===== config.mk =====
export PLATFORM = sky130hd
export DESIGN_NAME = mac_z
export DESIGN_NICKNAME = d
export VERILOG_FILES = /design/src/rtl/mac_z_pkg.sv /design/src/rtl/mac_z.sv
export SDC_FILE = /design/constraint.sdc
export NUM_CORES = 1
export LEC_CHECK = 0
export CAP_MARGIN = 0
export CORE_AREA = 3 3 144 146
export CTS_CLUSTER_SIZE = 10
export DETAILED_ROUTE_END_ITERATION = 8
export DIE_AREA = 0 0 147 149
export SLEW_MARGIN = 5
export SYNTH_ARGS = -nofsm -noshare
export SYNTH_HDL_FRONTEND = slang
export SYNTH_SLANG_ARGS = --single-unit

===== constraint.sdc =====
create_clock -name clk -period 4.6 [get_ports clk]
set_input_delay 1.38 -clock clk [delete_from_list [all_inputs] [get_ports clk]]
set_output_delay 1.38 -clock clk [all_outputs]
set_load 0.005 [all_outputs]

===== src/rtl/mac_z_pkg.sv =====
// mac_z_pkg: widths and state encoding shared by the mac_z / div_z pair.
package mac_z_pkg;
    localparam int MAC_M = 25;
    localparam int MAC_N = 8;
    localparam int MAC_W = MAC_M + MAC_N + 3;
    typedef enum logic {IDLE = 1'b0, RUN = 1'b1} state_t;
endpackage


===== src/rtl/mac_z.sv =====
// mac_z: shift-add multiply-accumulate rebuilding did = quo*div + rem in N+1 clocks.
module mac_z
    import mac_z_pkg::*;
#(
    parameter int M = MAC_M,
    parameter int N = MAC_N
) (
    input  logic           clk,
    input  logic           rst,
    input  logic           start,
    input  logic [M:0]     quo,
    input  logic [N:0]     div,
    input  logic [M:0]     rem,
    output logic           busy,
    output logic           done,
    output logic [M+N+2:0] did,
    output logic           ovf,
    output logic           error
);
    localparam int W  = M + N + 3;
    localparam int CW = $clog2(N + 2);

    state_t        state_q, state_d;
    logic [W-1:0]  acc_q, acc_d, mcand_q, mcand_d, did_q, did_d, sum;
    logic [N:0]    mplier_q, mplier_d;
    logic [CW-1:0] cnt_q, cnt_d;
    logic          done_q, done_d, ovf_q, ovf_d, err_q, err_d;
    logic          accept, run, last;

    always_ff @(posedge clk or posedge rst) begin
        if (rst) begin
            state_q  <= IDLE;
            acc_q    <= '0;
            mcand_q  <= '0;
            mplier_q <= '0;
            cnt_q    <= '0;
            did_q    <= '0;
            done_q   <= 1'b0;
            ovf_q    <= 1'b0;
            err_q    <= 1'b0;
        end else begin
            state_q  <= state_d;
            acc_q    <= acc_d;
            mcand_q  <= mcand_d;
            mplier_q <= mplier_d;
            cnt_q    <= cnt_d;
            did_q    <= did_d;
            done_q   <= done_d;
            ovf_q    <= ovf_d;
            err_q    <= err_d;
        end
    end

    always_comb begin
        state_d = (state_q == IDLE) ? (start ? RUN : IDLE) : (last ? IDLE : RUN);
    end

    always_comb begin
        accept   = (state_q == IDLE) && start;
        run      = (state_q == RUN);
        last     = (cnt_q == CW'(N));
        sum      = acc_q + (mplier_q[0] ? mcand_q : '0);
        acc_d    = accept ? W'(rem) : run ? sum : acc_q;
        mcand_d  = accept ? W'(quo) : run ? mcand_q << 1 : mcand_q;
        mplier_d = accept ? div : run ? mplier_q >> 1 : mplier_q;
        cnt_d    = accept ? '0 : run ? cnt_q + CW'(1) : cnt_q;
        // error judges the triplet as a divider result; computation proceeds regardless
        err_d    = accept ? ((div == '0) || (W'(rem) >= W'(div))) : err_q;
        ovf_d    = accept ? 1'b0 : (run && last) ? |sum[W-1:M+1] : ovf_q;
        did_d    = (run && last) ? sum : did_q;
        done_d   = run && last;
        busy     = run;
        done     = done_q;
        did      = did_q;
        ovf      = ovf_q;
        error    = err_q;
    end
endmodule


==> flow_metrics.env, run 1 <==
export IMPL_rsz0062_at_grt="false"
export IMPL_drt_pass1_iterations=5
export IMPL_placed_area_sq_mm=0.00905
export IMPL_multi_input_area_sq_mm=0.00439
export IMPL_vias_per_cell=5.19
export IMPL_leakagePower_uw=0.00432
export IMPL_grt_max_degree=89
export IMPL_min_to="did[27]"
export IMPL_drive_above_1_share=0.0660
export IMPL_wl_met3_microns=689
export IMPL_cts_htree_levels=4
export IMPL_hold_buffers=0
export IMPL_crit_path_start_kind="flip-flop"
export IMPL_post_cts_buffers=0
export IMPL_syn_area_sq_mm=0.00779
export IMPL_ys_warnings_count=0
export IMPL_syn_to_final_growth_pct=24.4
export IMPL_dieWidth_microns=147
export IMPL_clock_fmax_mhz=270
export IMPL_clk_pin_slew_ps=60
export IMPL_yosys_top_cells_count="nand2_1, dfrtp_1, o21ai_0"
export IMPL_hold_ws_ps=478
export IMPL_yosysMostFrequentCell="nand2_1"
export IMPL_min_path_cells=2
export IMPL_synth_area_top_cells="dfrtp_1, ha_1, nand2_1, o21ai_0, mux2i_1"
export IMPL_min_period_ps=3700
export IMPL_final_util=0.496
export IMPL_io_buffer_count=103
export IMPL_wl_met2_microns=9450
export IMPL_synth_distinct_cells=58
export IMPL_dp_final_hpwl_microns=14900
export IMPL_antenna_left=0
export IMPL_drc=0
export IMPL_cts_resized=0
export IMPL_worstHoldPathType="reg2reg"
export IMPL_clkLatencyLatePin_ps=420
export IMPL_drt_iter0_markers=394
export IMPL_maxSlewHeadroom=0.426
export IMPL_die_y_microns=149
export IMPL_wl_per_cell_microns=16.5
export IMPL_cts_tree="done"
export IMPL_syn_num_nets=983
export IMPL_path_class="reg2reg"
export IMPL_final_cell_area_sq_mm=0.00969
export IMPL_antenna_found_initial=1
export IMPL_avgSynthCellArea_sq_um=8.93
export IMPL_clockBufferDepth=2
export IMPL_fin_setup_tns_ps=0
export IMPL_period_share=0.805
export IMPL_slew_viol_final=0
export IMPL_fp_row_count=51
export IMPL_start_util=0.399
export IMPL_worstHoldStart="did[27]"
export IMPL_gr_total_overflow=0
export IMPL_synthFlopType="dfrtp_1"
export IMPL_synth_seq_cells=125
export IMPL_cts_root_buf="clkbuf_16"
export IMPL_timing_rr_end="ovf"
export IMPL_yosysSeqAreaShare=0.402
export IMPL_synth_edff_count=0
export IMPL_ir_drop_uv=311
export IMPL_cts_buffers=17
export IMPL_diodes=0
export IMPL_setup_viol=0
export IMPL_status="finished, final reports clean"
export IMPL_endpoint_kind="flip-flop"
export IMPL_grt_pass1_vias=6416
export IMPL_top_layer="met5"
export IMPL_place_gp_congestion=0.892
export IMPL_die_area_sq_mm=0.0219
export IMPL_coreArea_sq_mm=0.0195
export IMPL_worstMarginPinSlew_ps=861
export IMPL_drt_wl_total_microns=20300
export IMPL_r2r_slack_ps=900
export IMPL_path_max_fanout=30
export IMPL_critPathRequiredTime_ps=4890
export IMPL_async_reset_ff_frac=1.00
export IMPL_worstRegToRegCells=11
export IMPL_cts_sinks=125
export IMPL_vias=6408
export IMPL_yosysTopAreaCellShare=0.402
export IMPL_powerDensity_mw_per_mm2=618
export IMPL_grt_pass1_wl_microns=33700
export IMPL_r2r_start="mplier_q[0]"
export IMPL_wl_met1_microns=9970
export IMPL_synth_cells=872
export IMPL_arrival_ps=3990
export IMPL_io_pins=104
export IMPL_maxCapViolCount=0
export IMPL_seq_area_sq_mm=0.00313
export IMPL_final_nets=1067
export IMPL_synth_top_area_cell="dfrtp_1"
export IMPL_grtUsageTotal=0.192
export IMPL_hold_viol_final=0
export IMPL_clock_skew_ps=9.42
export IMPL_nFillCells=1873
==> cells in the final DEF, fill, tap and decap left out, types with 6 or more instances in the layout <==
master / netlist / final
nand2_1: 147 / 147
dfrtp_1: 125 / 124
clkdlybuf4s50_1: 0 / 102
o21ai_0: 90 / 90
a21oi_1: 59 / 59
ha_1: 46 / 46
mux2i_1: 42 / 42
and2_1: 36 / 36
nor2b_1: 32 / 32
nor2_1: 30 / 30
a211oi_1: 26 / 26
nand2b_1: 21 / 21
xnor2_1: 20 / 20
inv_1: 18 / 17
clkbuf_16: 0 / 17
xor2_1: 13 / 13
a21o_1: 12 / 12
nand3_1: 9 / 9
nor4_1: 9 / 9
buf_4: 1 / 9
o21bai_1: 8 / 8
o21ai_1: 7 / 7
o21a_1: 7 / 7
nor3_1: 6 / 6
and3_1: 6 / 6
==> layout make-up <==
class | instances | area share
clock buffer | 19 | 0.0457
clock inverter | 13 | 0.0198
inverter | 18 | 0.00736
multi-input combinational | 681 | 0.453
sequential | 125 | 0.323
tap | 265 | 0.0342
timing repair buffer | 113 | 0.116
==> sequential cells by signal (all words and copies together), names as in the netlist <==
signal,count
mplier_q,9
done,1
acc_q,36
cnt_q,4
busy,1
mcand_q,36
ovf,1
did,36
error,1
==> per-layer routing <==
layer  vias to the layer above  GRT usage
li1                       3226          -
met1                      3048      0.270
met2                       112      0.304
met3                        20     0.0404
met4                         2     0.0471
met5                         -          0
==> kinds of logic (layout without fill, tap and decap cells) <==
family / after synthesis / count (layout) / synth area share
simple gates: 312 / 312 / 0.194
flops: 125 / 125 / 0.402
compound gates: 245 / 245 / 0.199
mux: 43 / 43 / 0.0554
buf+inv: 66 / 163 / 0.0345
fa+ha+maj: 47 / 47 / 0.0765
xor+xnor: 34 / 34 / 0.0392
==> worst max-delay path by stage <==
stage                     cells after the start  slack (ps)   to        start
after floorplan                              14        1430  ovf  mplier_q[0]
after global placement                       11         950  ovf  mplier_q[0]
after detailed placement                     11         900  ovf  mplier_q[0]
after CTS                                    11         880  ovf  mplier_q[0]
after global routing                         11         610  ovf  mplier_q[0]
final                                        11         900  ovf  mplier_q[0]
==> through the flow <==
step	total power [uW]	setup WS [ps]	instances
3_3_place_gp	4540	951	1202
3_5_place_dp	4570	901	1202
6_report	5990	897	1234
4_1_cts	6050	883	1234
5_1_grt	6490	614	1234
2_1_floorplan	3690	1430	872
==> where the power goes <==
group          total (uW)  switching (uW)  internal [uW]
Clock                1440             514            923
Sequential           2020             417           1600
Combinational        2540            1390           1150
Total                5990            2320           3670
==> critical path, stage by stage, from the launching register on <==
cell and delay [ps]:
dfrtp_1 710, and2_1 300, ha_1 440, nand4_1 160, or3_1 380, a2111o_1 440
nor2_1 140, nor3_2 80, xnor2_1 180, or3_1 370, nor4_1 240, a31oi_1 120
Power figures use the tool's default switching activity.
==> inputs of run 2 (changes only) <==
==> constraint.sdc (replaced) <==
create_clock -name clk -period 3.5 [get_ports clk]
set_input_delay 1.05 -clock clk [delete_from_list [all_inputs] [get_ports clk]]
set_output_delay 1.05 -clock clk [all_outputs]
set_load 0.005 [all_outputs]
==> run 2 against run 1 <==
Net effect:
- sequential cell count is the same
- maximum frequency is 13% higher
- total power up 33%
- cell count increased by 1.5%
- largest cell class unchanged
- highest routed layer unchanged
==> flow_metrics.env, run 2 (same netlist as run 1, synthesis figures left out) <==
export IMPL_leakagePower_uw=0.00438
export IMPL_min_path_cells=2
export IMPL_start_util=0.399
export IMPL_grt_pass1_vias=6394
export IMPL_diodes=0
export IMPL_cts_buffers=17
export IMPL_r2r_start="mplier_q[0]"
export IMPL_hold_buffers=0
export IMPL_worstHoldPathType="reg2reg"
export IMPL_io_buffer_count=103
export IMPL_cts_sinks=125
export IMPL_wl_per_cell_microns=16.4
export IMPL_clk_pin_slew_ps=60
export IMPL_drc=0
export IMPL_dieWidth_microns=147
export IMPL_crit_path_start_kind="flip-flop"
export IMPL_min_period_ps=3290
export IMPL_final_cells=1253
export IMPL_antenna_found_initial=1
export IMPL_clkLatencyLatePin_ps=430
export IMPL_rsz0062_at_grt="false"
export IMPL_grt_pass1_wl_microns=34200
export IMPL_drive_above_1_share=0.0840
export IMPL_worstMarginPinSlew_ps=862
export IMPL_placed_cells=1221
export IMPL_period_share=0.939
export IMPL_path_class="reg2reg"
export IMPL_drt_wl_total_microns=20600
export IMPL_io_pins=104
export IMPL_die_area_sq_mm=0.0219
export IMPL_drt_iter0_markers=421
export IMPL_clockBufferDepth=2
export IMPL_antenna_left=0
export IMPL_vias_per_cell=5.21
export IMPL_maxCapViolCount=0
export IMPL_grtUsageTotal=0.195
export IMPL_cts_tree="done"
export IMPL_setup_viol=0
export IMPL_slew_viol_final=0
export IMPL_final_common_cell="nand2_1"
export IMPL_worstSetupStartpoint="mplier_q[0]"
export IMPL_path_max_fanout=19
export IMPL_vias=6532
export IMPL_gr_total_overflow=0
export IMPL_maxSlewHeadroom=0.425
export IMPL_clock_fmax_mhz=304
export IMPL_arrival_ps=3580
export IMPL_critPathRequiredTime_ps=3790
export IMPL_cts_htree_levels=4
export IMPL_place_gp_congestion=0.897
export IMPL_grt_max_degree=126
export IMPL_endpoint_kind="flip-flop"
export IMPL_worstRegToRegCells=12
export IMPL_coreArea_sq_mm=0.0195
export IMPL_drt_pass1_iterations=8
export IMPL_clock_skew_ps=11.1
export IMPL_cts_root_buf="clkbuf_16"
export IMPL_status="finished, final reports clean"
export IMPL_fp_row_count=51
export IMPL_fin_setup_tns_ps=0
export IMPL_hold_viol_final=0
export IMPL_dp_final_hpwl_microns=15000
export IMPL_die_y_microns=149
export IMPL_powerDensity_mw_per_mm2=814
export IMPL_syn_to_final_growth_pct=25.7
export IMPL_ir_drop_uv=384
export IMPL_worstHoldStart="did[19]"
export IMPL_layout_common_cells="nand2_1, dfrtp_1, clkdlybuf4s50_1, o21ai_0, a21oi_1"
export IMPL_final_nets=1086
==> run 2: worst max-delay path, stage by stage (launching register included) <==
cell      delay [ps]
dfrtp_1          380
buf_4            200
and2_1           160
ha_1             400
nand2_1           90
or3_1            390
a2111o_1         430
nor2_1           130
nor3_2            80
xnor2_1          180
or3_1            360
nor4_1           240
a31oi_1          120
==> run 2: worst paths after layout <==
| path | slack [ps] | endpoint |
|---|---|---|
| worst min register to register | 480 | did[19] |
| worst min-delay path | 480 | did[19] |
| worst max-delay path | 210 | ovf |
| max in group asynchronous | 1770 | busy |
| min in group asynchronous | 1180 | mcand_q[24] |
| worst max register to register | 210 | ovf |
==> run 2: final cells by class <==
class	instances	area [sq um]
clock inverters	12	139
fillers	1937	9730
well taps	265	332
flip-flops and latches	125	3130
clock buffers	20	447
inverters	18	71.3
repair buffers	132	1270
multi-input cells	681	4400
==> run 2: repair_timing <==
action / in CTS / in global routing
setup endpoints to repair: 0 / 1
gates resized for setup: 0 / 2
buffers inserted: 0 / 0
==> run 2: where the power goes <==
part           total (uW)  internal, uW  switching (uW)  leakage (uW)
Combinational        3660          1660            2000       0.00254
Clock                1780          1070             708      0.000273
Sequential           2530          2100             430       0.00157
Total                7970          4830            3140       0.00438
==> run 2: per-stage QoR <==
step	setup slack [ps]	utilization	power (uW)	hold WS, ps	instance area [sq um]
2_1_floorplan	335	-	4840	449	7790
3_3_place_gp	280	0.471	6180	462	9200
3_5_place_dp	207	0.471	6220	462	9200
4_1_cts	203	0.501	8040	481	9780
5_1_grt	1.98	0.501	8640	507	9790
6_report	213	0.501	7970	479	9790
==> run 2: per-layer routing <==
metal / routed length (microns) / part of all wire / GRT usage
met1: 9950 / 0.48 / 0.274
met2: 9350 / 0.45 / 0.302
met3: 887 / 0.043 / 0.0438
met4: 351 / 0.017 / 0.0564
met5: 13 / 0.00063 / 0
